### src/rtl/key_onepulse_debounce_pkg.sv
// Shared types and defaults for the push-button debouncer.
// Imported by the debouncer top.
package key_onepulse_debounce_pkg;

   typedef enum logic [1:0] {
      KEY_ST_UP      = 2'b00,
      KEY_ST_PEND_DN = 2'b01,
      KEY_ST_DOWN    = 2'b10,
      KEY_ST_PEND_UP = 2'b11
   } key_st_t;

   localparam int KEY_DB_CYCLES = 1_000_000;
   localparam int KEY_CNT_W     = 20;

   // Debounced level is high once a press is accepted, until release is.
   function automatic logic key_st_db(input key_st_t st);
      return (st == KEY_ST_DOWN) || (st == KEY_ST_PEND_UP);
   endfunction

endpackage

### src/rtl/key_onepulse_debounce_sync2.sv
// Generic two-flop synchroniser, async active-low reset to 0.
// Shared by any asynchronous pin input.
module sync2 #(
   parameter int W = 1
) (
   input  logic         clk,
   input  logic         rst_n,
   input  logic [W-1:0] i_d,
   output logic [W-1:0] o_q
);

   logic [W-1:0] r_s1;
   logic [W-1:0] r_s2;

   always_ff @(posedge clk or negedge rst_n) begin
      if (!rst_n) begin
         r_s1 <= '0;
         r_s2 <= '0;
      end else begin
         r_s1 <= i_d;
         r_s2 <= r_s1;
      end
   end

   assign o_q = r_s2;

endmodule

### src/rtl/key_onepulse_debounce.sv
// Push-button synchroniser + debouncer emitting one-cycle
// press/release strobes and a clean level.
module key_onepulse_debounce
   import key_onepulse_debounce_pkg::*;
#(
   parameter int DB_CYCLES = KEY_DB_CYCLES,
   parameter int CNT_W     = KEY_CNT_W
) (
   input  logic clk,
   input  logic rst_n,
   input  logic key_in,
   output logic key_db,
   output logic key_pulse,
   output logic key_rel_pulse
);

   localparam logic [CNT_W-1:0] DB_LAST = CNT_W'(DB_CYCLES - 1);

   logic             w_key_s;
   key_st_t          r_st;
   key_st_t          w_st_nx;
   logic [CNT_W-1:0] r_cnt;
   logic [CNT_W-1:0] w_cnt_nx;
   logic             w_p_nx;
   logic             w_r_nx;
   logic             r_db;
   logic             r_p;
   logic             r_r;

   sync2 #(
      .W(1)
   ) u_sync (
      .clk  (clk),
      .rst_n(rst_n),
      .i_d  (key_in),
      .o_q  (w_key_s)
   );

   // Counter is held at 0 outside the pending states.
   always_comb begin
      w_st_nx  = r_st;
      w_cnt_nx = '0;
      w_p_nx   = 1'b0;
      w_r_nx   = 1'b0;
      unique case (r_st)
         KEY_ST_UP: begin
            if (w_key_s) w_st_nx = KEY_ST_PEND_DN;
         end
         KEY_ST_PEND_DN: begin
            if (!w_key_s) begin
               w_st_nx = KEY_ST_UP;
            end else if (r_cnt == DB_LAST) begin
               w_st_nx = KEY_ST_DOWN;
               w_p_nx  = 1'b1;
            end else begin
               w_cnt_nx = r_cnt + 1'b1;
            end
         end
         KEY_ST_DOWN: begin
            if (!w_key_s) w_st_nx = KEY_ST_PEND_UP;
         end
         KEY_ST_PEND_UP: begin
            if (w_key_s) begin
               w_st_nx = KEY_ST_DOWN;
            end else if (r_cnt == DB_LAST) begin
               w_st_nx = KEY_ST_UP;
               w_r_nx  = 1'b1;
            end else begin
               w_cnt_nx = r_cnt + 1'b1;
            end
         end
         default: begin
            w_st_nx = KEY_ST_UP;
         end
      endcase
   end

   always_ff @(posedge clk or negedge rst_n) begin
      if (!rst_n) begin
         r_st  <= KEY_ST_UP;
         r_cnt <= '0;
         r_db  <= 1'b0;
         r_p   <= 1'b0;
         r_r   <= 1'b0;
      end else begin
         r_st  <= w_st_nx;
         r_cnt <= w_cnt_nx;
         r_db  <= key_st_db(w_st_nx);
         r_p   <= w_p_nx;
         r_r   <= w_r_nx;
      end
   end

   assign key_db        = r_db;
   assign key_pulse     = r_p;
   assign key_rel_pulse = r_r;

endmodule

### config.mk
export PLATFORM = sky130hd
export DESIGN_NAME = key_onepulse_debounce
export DESIGN_NICKNAME = d
export VERILOG_FILES = /design/src/rtl/key_onepulse_debounce_pkg.sv /design/src/rtl/key_onepulse_debounce_sync2.sv /design/src/rtl/key_onepulse_debounce.sv
export SDC_FILE = /design/constraint.sdc
export NUM_CORES = 1
export LEC_CHECK = 0
export ABC_AREA = 1
export CORE_MARGIN = 1
export CORE_UTILIZATION = 38
export CTS_CLUSTER_SIZE = 10
export DETAILED_ROUTE_END_ITERATION = 6
export GPL_TIMING_DRIVEN = 0
export SYNTH_ARGS = -nofsm -noshare
export SYNTH_HDL_FRONTEND = slang
export SYNTH_SLANG_ARGS = --single-unit
### constraint.sdc
create_clock -name clk -period 1.7 [get_ports clk]
set_clock_uncertainty 0.05 [all_clocks]
set_input_delay 0.255 -clock clk [delete_from_list [all_inputs] [get_ports clk]]
set_output_delay 0.255 -clock clk [all_outputs]
set_load 0.005 [all_outputs]
==> Implementation_results.wiki, run 1 <==
{| class="wikitable"
! Metric !! Value
|-
| I/O pin count || 6
|-
| DR WL/cell || between 10 and 15 µm
|-
| Buffer depth of the longest clock path || 2
|-
| Net switching share of the total power || 22.25%
|-
| Hold endpoint || u_sync.o_q$_DFF_PN0_
|-
| Count of H-tree levels built during CTS || 1
|-
| Sequential share of power || a little over 60%
|-
| Internal power || 0.0008260 W
|-
| Syn_nets || 177
|-
| Switching power || 0.0002363 W
|-
| Worst reg2reg path startpoint || r_cnt[0]$_DFF_PN0_
|-
| Hold WC Path Type || reg2reg
|-
| Post-CTS Setup Bufs || 0
|-
| Chip width || 63.43 µm
|-
| Layout cell share with drive strength beyond 1 || ~16%
|-
| Clock Tree Root || sky130_fd_sc_hd__clkbuf_8
|-
| Sort of element at the end of the critical path || flop
|-
| Total power consumption of the routed design || 0.001062 W
|-
| Most common cell after layout, fill and taps aside || sky130_fd_sc_hd__nor2_1
|-
| Area fraction of the dominant cell type after synthesis || between 40% and 50%
|-
| Initial drt markers || 48
|-
| Mapped Area || between 1000 and 1500 µm²
|-
| Cell type contributing the most total cell area after synthesis || sky130_fd_sc_hd__dfrtp_1
|-
| Min-delay src || u_sync.r_s1$_DFF_PN0_
|-
| Max Clock Freq || approximately 0.63 GHz
|-
| Setup repair after global routing missed its margin || no
|-
| Pwr/cell area || 667.0 nW/µm²
|-
| Worst Path Required || 1.82 ns
|-
| Min Tclk post-route || approximately 1.6 ns
|-
| Number of warning messages in the yosys log || 0
|-
| Worst-case reg-to-reg path depth || 7
|-
| Worst flop-to-flop path endpoint || r_cnt[6]$_DFF_PN0_
|-
| Critical path start-end classification || reg2reg
|-
| Initial Utilization || about two fifths
|-
| Vias in the first global route || 991
|-
| GRT Util Overall || 14.39%
|-
| Number of DRC violations after detailed routing || 0
|-
| Maximum number of pins on one net before global-route repair || 28
|-
| Most frequent cells in the layout || sky130_fd_sc_hd__nor2_1, sky130_fd_sc_hd__nand2_1, sky130_fd_sc_hd__dfrtp_1
|-
| Clock sink total || 27
|-
| Source-to-sink clock delay at the later pin of the worst-skew pair || 0.27 ns
|-
| Global-route wire length before repair || 4554 µm
|-
| Syn avg cell area || ~8.3 µm²
|-
| DRT Wirelength || 2540 µm
|-
| Slew HR || 20.96%
|-
| Cell types with the largest area share after synthesis || sky130_fd_sc_hd__dfrtp_1, sky130_fd_sc_hd__nor2_1, sky130_fd_sc_hd__nand2_1, sky130_fd_sc_hd__inv_1, sky130_fd_sc_hd__nor2_4
|-
| Final number of setup-violating endpoints || 0
|-
| Hold-fix buffers, CTS || 0
|-
| Vias post-DR || ~1100
|-
| Status || finished, final reports clean
|-
| Critical path launch point type || flop
|-
| Core area || 3468 µm²
|-
| Relative contribution of the clock network to total power || about a third
|-
| Final number of hold-violating endpoints || 0
|-
| Global placement routability congestion || 0.8460
|-
| Full die area || about 4000 µm²
|-
| Post-synthesis cell type count || 27
|-
| Number of max-capacitance violations reported || 0
|-
| Routed via count divided by cell count || 4.724
|-
| Area growth from synthesis to final layout || 11.08%
|-
| Grt ovf || 0
|-
| Post-Route Setup TNS || 0 ns
|-
| Initial antenna violation count || 0
|-
| Worst-case register-to-register setup slack || 0.11 ns
|-
| Die Ht || between 60 and 70 µm
|-
| Post-synthesis sequential area ratio || approximately 47%
|-
| Total of flip-flops plus latches after synthesis || 27
|-
| Remaining antenna violation count || 0
|-
| Number of buffers added by the clock tree synthesis step || 3
|-
| CTS tree || yes
|-
| P_leak || around 0.66 nW
|-
| Std cell rows || 21
|-
| PortBufs || 5
|-
| Number of instances on the worst hold path || 0
|-
| Dpl hpwl || 1923 µm
|-
| Clk pin slew, worst setup/hold paths || approximately 0.10 ns
|-
| Post-route clock period utilization || between 90% and 100%
|-
| Final layout net count || 187
|-
| Drt pass-1 iters || 4
|-
| Data arrival time at the worst-slack endpoint || 1.71 ns
|-
| Post-Syn Instances || 173
|-
| Number of antenna repair diodes || 0
|-
| Largest fanout on the critical path || 10
|-
| Max rail drop VDD || between 0.3 and 0.4 mV
|-
| Slew at the pin closest to its max-slew limit || 1.182 ns
|-
| Final worst hold slack || 0.3067 ns
|-
| Final slew viol count || 0
|-
| Comb pwr share || 3.9%
|}
-- power by group through the flow --
stage          Combinational (W)  Clock [W]  Sequential (W)
2_1_floorplan          0.0000201          0        0.000663
3_3_place_gp           0.0000427          0        0.000663
3_5_place_dp           0.0000435          0        0.000664
4_1_cts                0.0000438   0.000392        0.000651
5_1_grt                0.0000478   0.000412        0.000652
6_report               0.0000416   0.000370        0.000651
-- synthesized netlist by cell type (all sizes together) --
master   n
a21oi    5
a31oi    2
buf      2
dfrtp   27
ha       1
inv     22
nand2   34
nand3   10
nand3b   1
nand4    1
nor2    46
nor3    12
nor4     1
o21ai    4
o22ai    1
or2      1
xnor2    2
xor2     1
-- state kept, by name (all words and copies together) (netlist names) --
register and flops:
r_cnt 20, key_rel_pulse 1, u_sync.o_q 1, key_pulse 1, r_st 2, u_sync.r_s1 1
key_db 1
-- metrics by stage --
| step | std cells | utilization, % | worst slack [ns] | instance area (µm²) |
|---|---|---|---|---|
| floorplan | 173 | - | 0.2507 | 1434 |
| global placement | 224 | 44.44 | -0.06838 | 1541 |
| detailed placement | 224 | 44.44 | -0.1121 | 1541 |
| CTS | 228 | 45.85 | 0.05242 | 1590 |
| global route | 228 | 45.92 | 0.008287 | 1593 |
| finish | 228 | 45.92 | 0.1105 | 1593 |
-- worst max-delay path, stage by stage (launching register included) --
cell and delay, ns:
sky130_fd_sc_hd__dfrtp_1 0.38, sky130_fd_sc_hd__ha_1 0.21, sky130_fd_sc_hd__nand2_2 0.11, sky130_fd_sc_hd__nor3_4 0.25
sky130_fd_sc_hd__nand3_4 0.15, sky130_fd_sc_hd__nand2_4 0.12, sky130_fd_sc_hd__buf_6 0.16, sky130_fd_sc_hd__nor2_1 0.06
-- routing by layer --
| metal | up-vias | share of wire (%) | global-route usage (%) |
|---|---|---|---|
| met1 | 497 | 49 | 19.36 |
| li1 | 562 | - | - |
| met3 | 5 | 3.1 | 3.442 |
| met2 | 13 | 47 | 22.74 |
| met5 | - | 0 | 0 |
| met4 | 0 | 1.2 | 4.261 |
-- area by class of cell --
cell class / count / area [µm²]
Fill cell: 358 / 1876
Tap cell: 46 / 57.56
Inverter: 22 / 82.58
Timing Repair Buffer: 5 / 50.05
Sequential cell: 27 / 675.6
Multi-Input combinational cell: 122 / 655.6
Buffer: 2 / 22.52
Clock inverter: 1 / 7.507
Clock buffer: 3 / 41.29
-- kinds of logic (layout without fill, tap and decap cells) --
logic type | count (synthesis) | after routing | synth area share, %
AOI/OAI and AO/OA | 12 | 12 | 4.450
DFF | 27 | 27 | 47.12
adders and majority gates | 1 | 1 | 0.8725
xor gates and xnor gates | 3 | 3 | 1.833
buffers and inverters | 24 | 33 | 7.330
and+or+nand+nor | 106 | 106 | 38.40
-- worst max path at each step --
stage | startpoint | end | slack, ns
finish | r_cnt[0]$_DFF_PN0_ | r_cnt[6]$_DFF_PN0_ | 0.11
global route | r_cnt[0]$_DFF_PN0_ | r_cnt[11]$_DFF_PN0_ | 0.008
CTS | r_cnt[0]$_DFF_PN0_ | r_cnt[6]$_DFF_PN0_ | 0.05
detailed placement | rst_n | r_cnt[2]$_DFF_PN0_ | -0.11
global placement | rst_n | r_cnt[1]$_DFF_PN0_ | -0.07
floorplan | r_cnt[0]$_DFF_PN0_ | r_cnt[13]$_DFF_PN0_ | 0.25
-- timing repair --
| item | CTS | global route |
|---|---|---|
| hold endpoints to repair | 0 | 0 |
| setup endpoints to repair | 0 | 14 |
| resized for setup | 0 | 1 |
Note: power is estimated with default switching activity, not from simulation.
==> run 2: changes to the inputs <==
HOLD_SLACK_MARGIN = 0.05   (was unset)
==> results of run 2 <==
Final layout, timing and power as in run 1 (identical DEF).
